### config.mk
export PLATFORM = sky130hd
export DESIGN_NAME = cpu_run_ctrl
export DESIGN_NICKNAME = d
export VERILOG_FILES = /design/src/rtl/cpu_run_ctrl.sv
export SDC_FILE = /design/constraint.sdc
export NUM_CORES = 1
export LEC_CHECK = 0
export ABC_CLOCK_PERIOD_IN_PS = 3900
export CORE_ASPECT_RATIO = 0.6
export CORE_MARGIN = 4
export CORE_UTILIZATION = 49
export DETAILED_ROUTE_END_ITERATION = 12
export PLACE_DENSITY = 0.88
export SETUP_SLACK_MARGIN = 0.15
export SYNTH_ARGS = -nofsm -noshare
export SYNTH_HDL_FRONTEND = slang
export SYNTH_SLANG_ARGS = --single-unit
### constraint.sdc
create_clock -name clk -period 3.9 [get_ports clk]
set_input_delay 0.585 -clock clk [delete_from_list [all_inputs] [get_ports clk]]
set_output_delay 0.585 -clock clk [all_outputs]
set_load 0.005 [all_outputs]
### src/rtl/cpu_run_ctrl.sv
// Run/debug sequencer for the sccomp CPU: free run, N-step, breakpoint, watchdog and register dump.
// Optional registered commit trace is built when RUN_CTRL_TRACE_EN is defined.
module cpu_run_ctrl #(
  parameter int unsigned CYCLE_LIMIT = 1000,
  parameter int unsigned NREGS       = 32
) (
  input  logic        clk,
  input  logic        rst,
  input  logic        cmd_valid,
  output logic        cmd_ready,
  input  logic [1:0]  cmd_op,
  input  logic [31:0] cmd_arg,
  input  logic        bp_en,
  input  logic [31:0] bp_addr,
  input  logic [31:0] pc,
  input  logic [31:0] instr,
  output logic        cpu_en,
  output logic        halted,
  output logic [2:0]  halt_cause,
  output logic [31:0] retired,
  output logic        cmd_err,
  output logic [4:0]  reg_sel,
  input  logic [31:0] reg_data,
  output logic        dump_valid,
  output logic [4:0]  dump_idx,
  output logic [31:0] dump_data,
  output logic        trace_valid,
  output logic [31:0] trace_pc,
  output logic [31:0] trace_instr
);

  typedef enum logic [1:0] {StHalted, StRun, StStep, StDump} state_e;

  localparam logic [1:0] OpRun  = 2'd0;
  localparam logic [1:0] OpStep = 2'd1;
  localparam logic [1:0] OpHalt = 2'd2;
  localparam logic [1:0] OpDump = 2'd3;

  localparam logic [2:0] CauseNone  = 3'd0;
  localparam logic [2:0] CauseHost  = 3'd1;
  localparam logic [2:0] CauseStep  = 3'd2;
  localparam logic [2:0] CauseBp    = 3'd3;
  localparam logic [2:0] CauseLimit = 3'd4;
  localparam logic [2:0] CauseZero  = 3'd5;

  localparam logic [31:0] CycleLimit = 32'(CYCLE_LIMIT);
  localparam logic [4:0]  LastReg    = 5'(NREGS - 1);

  state_e      state_q, state_d;
  logic [31:0] run_cnt_q, run_cnt_d;
  logic [31:0] step_cnt_q, step_cnt_d;
  logic        first_q, first_d;
  logic [31:0] retired_q, retired_d;
  logic [2:0]  cause_q, cause_d;
  logic [4:0]  reg_sel_q, reg_sel_d;
  logic        dump_valid_q, dump_valid_d;
  logic [4:0]  dump_idx_q, dump_idx_d;
  logic [31:0] dump_data_q, dump_data_d;
  logic        cmd_err_q, cmd_err_d;

  logic active, stop_zi, stop_bp, stop_wd, cmd_fire;

  assign active   = (state_q == StRun) || (state_q == StStep);
  assign stop_zi  = (instr == 32'd0);
  // first_q masks the breakpoint on the first cycle after resume so we can leave it.
  assign stop_bp  = bp_en && (pc == bp_addr) && !first_q;
  assign stop_wd  = (CYCLE_LIMIT != 0) && (state_q == StRun) && (run_cnt_q == CycleLimit);
  assign cpu_en   = active && !stop_zi && !stop_bp && !stop_wd && !rst;
  assign cmd_ready = (state_q != StDump);
  assign cmd_fire  = cmd_valid && cmd_ready;

  always_comb begin
    state_d      = state_q;
    run_cnt_d    = run_cnt_q;
    step_cnt_d   = step_cnt_q;
    first_d      = first_q;
    retired_d    = retired_q;
    cause_d      = cause_q;
    reg_sel_d    = reg_sel_q;
    dump_valid_d = 1'b0;
    dump_idx_d   = dump_idx_q;
    dump_data_d  = dump_data_q;
    cmd_err_d    = 1'b0;

    unique case (state_q)
      StHalted: begin
        if (cmd_fire) begin
          unique case (cmd_op)
            OpRun: begin
              state_d   = StRun;
              run_cnt_d = 32'd0;
              first_d   = 1'b1;
            end
            OpStep: begin
              state_d    = StStep;
              step_cnt_d = (cmd_arg == 32'd0) ? 32'd1 : cmd_arg;
              first_d    = 1'b1;
            end
            OpHalt: cause_d = CauseHost;
            OpDump: begin
              state_d   = StDump;
              reg_sel_d = 5'd0;
            end
          endcase
        end
      end

      StRun, StStep: begin
        if (cpu_en) begin
          retired_d = retired_q + 32'd1;
          first_d   = 1'b0;
          if (state_q == StRun) run_cnt_d = run_cnt_q + 32'd1;
          else                  step_cnt_d = step_cnt_q - 32'd1;
        end
        if (cmd_fire) begin
          if (cmd_op == OpHalt) begin
            state_d = StHalted;
            cause_d = CauseHost;
          end else begin
            cmd_err_d = 1'b1;
          end
        end
        // Internal stops are assigned last so they override a simultaneous host HALT.
        if (stop_zi) begin
          state_d = StHalted;
          cause_d = CauseZero;
        end else if (stop_bp) begin
          state_d = StHalted;
          cause_d = CauseBp;
        end else if (stop_wd) begin
          state_d = StHalted;
          cause_d = CauseLimit;
        end else if (state_q == StStep && step_cnt_q == 32'd1) begin
          state_d = StHalted;
          cause_d = CauseStep;
        end
      end

      StDump: begin
        dump_valid_d = 1'b1;
        dump_idx_d   = reg_sel_q;
        dump_data_d  = reg_data;
        if (reg_sel_q == LastReg) begin
          state_d   = StHalted;
          reg_sel_d = 5'd0;
        end else begin
          reg_sel_d = reg_sel_q + 5'd1;
        end
      end
    endcase
  end

  always_ff @(posedge clk) begin
    if (rst) begin
      state_q      <= StHalted;
      run_cnt_q    <= 32'd0;
      step_cnt_q   <= 32'd0;
      first_q      <= 1'b0;
      retired_q    <= 32'd0;
      cause_q      <= CauseNone;
      reg_sel_q    <= 5'd0;
      dump_valid_q <= 1'b0;
      dump_idx_q   <= 5'd0;
      dump_data_q  <= 32'd0;
      cmd_err_q    <= 1'b0;
    end else begin
      state_q      <= state_d;
      run_cnt_q    <= run_cnt_d;
      step_cnt_q   <= step_cnt_d;
      first_q      <= first_d;
      retired_q    <= retired_d;
      cause_q      <= cause_d;
      reg_sel_q    <= reg_sel_d;
      dump_valid_q <= dump_valid_d;
      dump_idx_q   <= dump_idx_d;
      dump_data_q  <= dump_data_d;
      cmd_err_q    <= cmd_err_d;
    end
  end

  assign halted     = (state_q == StHalted);
  assign halt_cause = cause_q;
  assign retired    = retired_q;
  assign cmd_err    = cmd_err_q;
  assign reg_sel    = reg_sel_q;
  assign dump_valid = dump_valid_q;
  assign dump_idx   = dump_idx_q;
  assign dump_data  = dump_data_q;

`ifdef RUN_CTRL_TRACE_EN
  logic        trace_valid_q;
  logic [31:0] trace_pc_q, trace_instr_q;

  always_ff @(posedge clk) begin
    if (rst) begin
      trace_valid_q <= 1'b0;
      trace_pc_q    <= 32'd0;
      trace_instr_q <= 32'd0;
    end else begin
      trace_valid_q <= cpu_en;
      if (cpu_en) begin
        trace_pc_q    <= pc;
        trace_instr_q <= instr;
      end
    end
  end

  assign trace_valid = trace_valid_q;
  assign trace_pc    = trace_pc_q;
  assign trace_instr = trace_instr_q;
`else
  assign trace_valid = 1'b0;
  assign trace_pc    = 32'd0;
  assign trace_instr = 32'd0;
`endif

endmodule

==> impl_metrics.env, run 1 <==
export IMPL_status="completed"
export IMPL_clock_latency_ns=0.42
export IMPL_worstSetupPathType="reg2out"
export IMPL_place_ws_ns=0.435
export IMPL_power_density_nw_per_um2=526
export IMPL_critPathRequiredTime_ns=3.31
export IMPL_avgSynthCellArea_sq_um=7.95
export IMPL_async_flop_share=0
export IMPL_worst_slack_ns=0.386
export IMPL_finalPower_mw=6.00
export IMPL_ir_drop_uv=354
export IMPL_ys_seq_elements=146
export IMPL_cts_tree="built"
export IMPL_postSynthCellCount=1053
export IMPL_firstDrtPassIters=5
export IMPL_num_rows=36
export IMPL_drtIter0Drc=892
export IMPL_min_period_over_period=0.901
export IMPL_drv_slew=0
export IMPL_grt_usage=0.267
export IMPL_tns_ns=0
export IMPL_io_buffer_count=247
export IMPL_core_sq_um=16500
export IMPL_gr_total_overflow=0
export IMPL_final_hold_viol_count=0
export IMPL_final_core_util=0.692
export IMPL_cts_sinks=146
export IMPL_cts_root_buffer_cell="clkbuf_16"
export IMPL_drt_wl_total_mm=27.2
export IMPL_nets=1465
export IMPL_synth_cell_types=64
export IMPL_yosysTopAreaCell="dfxtp_1"
export IMPL_design_area_sq_um=11400
export IMPL_crit_arrival_ns=2.93
export IMPL_place_gp_congestion=0.921
export IMPL_yosys_most_used_dff="dfxtp_1"
export IMPL_grt_pass1_wl_mm=41.7
export IMPL_cts_made_buffers=17
export IMPL_rsz0062_at_grt="false"
export IMPL_antenna_found_initial=1
export IMPL_route_detailed_drc=0
export IMPL_placed_area_sq_um=10800
export IMPL_max_cap_violations=0
export IMPL_p_leak_nw=4.23
export IMPL_end_kind="output pin"
export IMPL_maxSlewHeadroom=0.282
export IMPL_cts_hold_buf=0
export IMPL_yosys_warnings=0
export IMPL_ant_nets=0
export IMPL_fin_skew_ns=0.0133
export IMPL_critPathMaxFanout=7
export IMPL_yosysSeqAreaShare=0.349
export IMPL_hold_class="reg2reg"
export IMPL_ios=313
export IMPL_synth_edf_count=0
export IMPL_drive_gt1_frac=0.0586
export IMPL_postCtsSetupBuffers=0
export IMPL_die_x_microns=177
export IMPL_start_util=0.508
export IMPL_die_area_sq_um=19300
export IMPL_vias=8757
export IMPL_synth_area_leaders="dfxtp_1 35%, mux2i_1 6.0%, buf_4 5.8%"
export IMPL_clk_pin_slew_ns=0.07
export IMPL_cp_start_kind="flip-flop"
export IMPL_finalSetupViolations=0
export IMPL_syn_to_final_growth_pct=36.2
export IMPL_fin_crit_ns=3.51
export IMPL_htreeDepth=4
export IMPL_ctsResizeCount=0
export IMPL_die_h_microns=109
export IMPL_clk_path_buf_depth=2
export IMPL_fmax_ghz=0.285
export IMPL_dp_hpwl_mm=20.2
export IMPL_netlist_area_sq_um=8370
export IMPL_worstMarginPinSlew_ns=1.08
export IMPL_first_global_vias=8116
export IMPL_wl_per_cell_microns=17.8
export IMPL_yosysTopAreaCellShare=0.349
export IMPL_viasPerCell=5.73
export IMPL_grt_max_degree=102
-- logic make-up (layout without fill, tap and decap cells) --
kind of cell	Yosys count	count (layout)	synth area share
adder cells (fa/ha/maj)	14	14	0.0209
other	1	66	0.000448
XOR/XNOR	46	46	0.0481
multiplexers	52	52	0.0625
AND/OR/NAND/NOR	410	410	0.253
buffers and inverters	160	341	0.101
flip-flops	146	146	0.349
AO/OA/AOI/OAI	224	224	0.164
-- cell usage after synthesis, types with 3 or more instances --
cell / number
mux2i_1: 50
clkbuf_1: 39
a32oi_1: 3
nand4_1: 32
nor4_1: 37
nand2_1: 72
or2_2: 4
and4_1: 8
a211oi_1: 3
dfxtp_1: 146
o31ai_1: 8
buf_2: 3
nor2b_1: 8
and3_1: 27
nor2_1: 113
o2bb2ai_1: 4
inv_1: 44
a31oi_1: 13
and2_1: 7
or3_1: 22
o22ai_1: 10
nor3_1: 30
or4_1: 3
xor2_1: 41
o21ai_0: 48
a21o_1: 5
o32ai_1: 12
a21oi_1: 92
buf_1: 8
ha_1: 14
o22a_1: 3
o221a_2: 5
nand3_1: 32
buf_4: 65
xnor2_1: 5
-- area by class of cell --
class                      count  area (sq um)
inverter                      45           169
timing repair buffer         264          2610
antenna                        1          2.50
fill                        1262          5080
clock inverter                14           139
clock buffer                  18           429
multi-input combinational    811          4840
tap                          228           285
sequential                   146          2920
-- where the power goes --
group	leakage (nW)	internal [mW]	switching (mW)	total, mW
logic	2.77	1.02	1.58	2.60
registers	1.18	1.66	0.149	1.81
clock network	0.277	0.850	0.743	1.59
total	4.23	3.53	2.47	6.00
-- per-stage QoR --
stage | hold WS, ns | cells
floorplan | 0.434 | 1117
global placement | 0.457 | 1494
detailed placement | 0.464 | 1494
CTS | 0.475 | 1526
global route | 0.486 | 1527
finish | 0.478 | 1527
-- placed cells by master, fill, tap and decap left out, drive strengths merged, types with 3 or more instances in the layout --
master,Yosys,routed
buf,76,18
o22a,3,3
nor2b,8,8
o2bb2ai,4,4
clkinv,1,5
a22o,3,3
inv,44,53
or4,5,5
xor2,41,41
o31ai,8,8
o221a,5,5
nand4,32,32
and4,8,8
o21ai,48,48
mux2i,50,50
nor4,39,39
a211oi,3,3
nand2,72,72
and2,8,8
conb,1,65
ha,14,14
clkbuf,39,18
o32ai,12,12
o22ai,10,10
nor2,113,113
a21oi,92,92
a21o,5,5
nor3,30,30
dfxtp,146,146
clkdlybuf4s50,0,246
nand3,32,32
a32oi,3,3
and3,28,28
a31oi,13,13
or3,23,23
xnor2,5,5
or2,4,4
-- final timing paths --
path                        from              to  slack, ns  cells past startpoint
setup / recovery      state_q[1]          cpu_en       0.39                     10
hold / removal    step_cnt_q[19]  step_cnt_q[19]       0.48                      2
setup reg to reg      state_q[1]     retired[27]       0.73                     11
hold reg to reg   step_cnt_q[19]  step_cnt_q[19]       0.48                      2
-- registers in the layout, indices dropped and copies added (netlist names) --
signal and cells:
dump_data 32, retired 32, run_cnt_q 32, step_cnt_q 32
dump_idx 5, reg_sel 5, halt_cause 3, state_q 2
cmd_err 1, dump_valid 1, first_q 1
-- critical path: stages, from the launching register on --
cell and delay (ns):
dfxtp_1 0.45, inv_1 0.14, ha_1 0.28, and4b_1 0.24, nand4_1 0.10, nor3_1 0.06
buf_4 0.16, nor3_1 0.27, nand2_1 0.19, clkinv_1 0.12, clkdlybuf4s50_1 0.51
-- routing by layer --
metal	track usage	share of wire	vias to the layer above
li1	-	-	4129
met1	0.352	0.42	4126
met2	0.444	0.47	465
met3	0.0599	0.090	37
met4	0.0762	0.021	0
met5	0	0	-
Note: power is estimated with default switching activity, not from simulation.
==> run 2: changes to the inputs <==
CORE_MARGIN = default   (was 4)
==> impl_metrics.env, run 2 (synthesis results as in run 1) <==
export IMPL_maxSlewHeadroom=0.273
export IMPL_ir_drop_uv=361
export IMPL_viasPerCell=5.69
export IMPL_gr_total_overflow=0
export IMPL_clock_latency_ns=0.43
export IMPL_place_gp_congestion=0.903
export IMPL_critical_path_slowest_cell="clkdlybuf4s50_1"
export IMPL_cts_hold_buf=0
export IMPL_drive_gt1_frac=0.0578
export IMPL_worstSetupPathType="in2out"
export IMPL_ios=313
export IMPL_route_detailed_drc=0
export IMPL_finalSetupViolations=0
export IMPL_cts_tree="built"
export IMPL_ctsResizeCount=0
export IMPL_critPathRequiredTime_ns=3.31
export IMPL_worst_r2r_path_depth=10
export IMPL_fin_crit_ns=3.52
export IMPL_critPathMostFrequentCell="clkdlybuf4s50_1"
export IMPL_holdPathStages=2
export IMPL_clk_path_buf_depth=2
export IMPL_critPathMaxStageDelay_ns=0.52
export IMPL_max_cap_violations=0
export IMPL_antenna_found_initial=2
export IMPL_first_global_vias=7757
export IMPL_r2r_start="state_q[1]"
export IMPL_drt_wl_total_mm=26.3
export IMPL_firstDrtPassIters=6
export IMPL_die_area_sq_um=17600
export IMPL_final_cell_mix="246 x clkdlybuf4s50_1, 146 x dfxtp_1, 113 x nor2_1"
export IMPL_start_util=0.509
export IMPL_die_x_microns=171
export IMPL_core_sq_um=16400
export IMPL_die_h_microns=103
export IMPL_htreeDepth=4
export IMPL_cts_root_buffer_cell="clkbuf_16"
export IMPL_tns_ns=0
export IMPL_status="completed"
export IMPL_critPathMaxFanout=5
export IMPL_cp_start_kind="primary input"
export IMPL_grt_pass1_wl_mm=39.5
export IMPL_fin_skew_ns=0.0199
export IMPL_worstMarginPinSlew_ns=1.09
export IMPL_syn_to_final_growth_pct=36.1
export IMPL_postCtsSetupBuffers=0
export IMPL_grt_usage=0.286
export IMPL_ff2ff_setup_slack_ns=0.72
export IMPL_final_core_util=0.693
export IMPL_final_common_cell="clkdlybuf4s50_1"
export IMPL_dp_hpwl_mm=19.2
export IMPL_hold_class="reg2reg"
export IMPL_ant_nets=0
export IMPL_final_hold_viol_count=0
export IMPL_crit_arrival_ns=2.93
export IMPL_worst_slack_ns=0.383
export IMPL_fmax_ghz=0.284
export IMPL_io_buffer_count=247
export IMPL_place_ws_ns=0.355
export IMPL_min_to="step_cnt_q[10]"
export IMPL_vias=8692
export IMPL_rr_endpoint="run_cnt_q[28]"
export IMPL_cts_sinks=146
export IMPL_num_rows=36
export IMPL_nets=1464
export IMPL_drtIter0Drc=892
export IMPL_clk_pin_slew_ns=0.06
export IMPL_power_density_nw_per_um2=526
export IMPL_worst_path_buf_inv=3
export IMPL_cts_made_buffers=17
export IMPL_end_kind="output pin"
export IMPL_critPathTopFamily="simple AND/OR/NAND/NOR gates"
export IMPL_worstPathCellList="clkdlybuf4s50_1, xor2_1, nor4_1, nand3_1, or3_1, nand2_1, clkinv_1, clkdlybuf4s50_1"
export IMPL_p_leak_nw=4.21
export IMPL_wl_per_cell_microns=17.3
export IMPL_drv_slew=0
export IMPL_min_from="step_cnt_q[10]"
export IMPL_min_period_over_period=0.902
export IMPL_fillers=1232
export IMPL_grt_max_degree=103
export IMPL_rsz0062_at_grt="false"
[run 2: cell count changes in the layout (fill, tap and decap cells not counted)]
cell and change:
inv_6 +2, buf_12 -1, inv_8 -3, clkinv_4 -1
diode_2 +1, clkinv_8 -1, bufinv_16 +1, clkinvlp_4 +2
[run 2: worst max path at each step]
stage,slack (ns),startpoint,endpoint,cells after the start
floorplan,1.34,bp_addr[25],step_cnt_q[21],9
global placement,0.44,bp_addr[30],cpu_en,8
detailed placement,0.36,cmd_valid,run_cnt_q[28],8
CTS,0.40,bp_addr[30],cpu_en,8
global route,0.22,bp_addr[12],cpu_en,8
finish,0.38,bp_addr[12],cpu_en,8
[run 2: tightest hold or removal path: cells and delay by family (launching register included)]
family	cells	cell delay, ns
AO/OA/AOI/OAI	1	0.07
buffers and inverters	1	0.05
flip-flops	1	0.31
[run 2: power breakdown]
group,switching (mW),internal [mW]
registers,0.149,1.66
clock network,0.726,0.899
logic,1.56,0.999
total,2.43,3.56
[run 2: area by class of cell]
| class | instances | area, sq um | share of cell area |
|---|---|---|---|
| clock inverters | 14 | 143 | 0.0125 |
| clock buffers | 18 | 429 | 0.0377 |
| repair buffers | 263 | 2590 | 0.227 |
| flip-flops and latches | 146 | 2920 | 0.257 |
| multi-input cells | 811 | 4840 | 0.425 |
| diodes | 2 | 5.00 | 0.000439 |
| well taps | 228 | 285 | 0.0250 |
| inverters | 45 | 169 | 0.0148 |
[run 2: layer usage]
metal | global-route usage | part of all wire | routed length (microns) | vias up
li1 | - | - | - | 4125
met5 | 0 | 0 | 0 | -
met3 | 0.0662 | 0.083 | 2180 | 48
met1 | 0.360 | 0.42 | 11000 | 4066
met4 | 0.114 | 0.026 | 692 | 0
met2 | 0.481 | 0.48 | 12500 | 453
[run 2: per-stage QoR]
step	power [mW]	area, sq um	hold slack, ns	std cells
floorplan	3.57	8610	0.434	1117
global placement	4.24	10800	0.452	1493
detailed placement	4.30	10800	0.468	1493
CTS	5.92	11400	0.482	1525
global route	6.31	11400	0.499	1527
finish	5.99	11400	0.480	1527
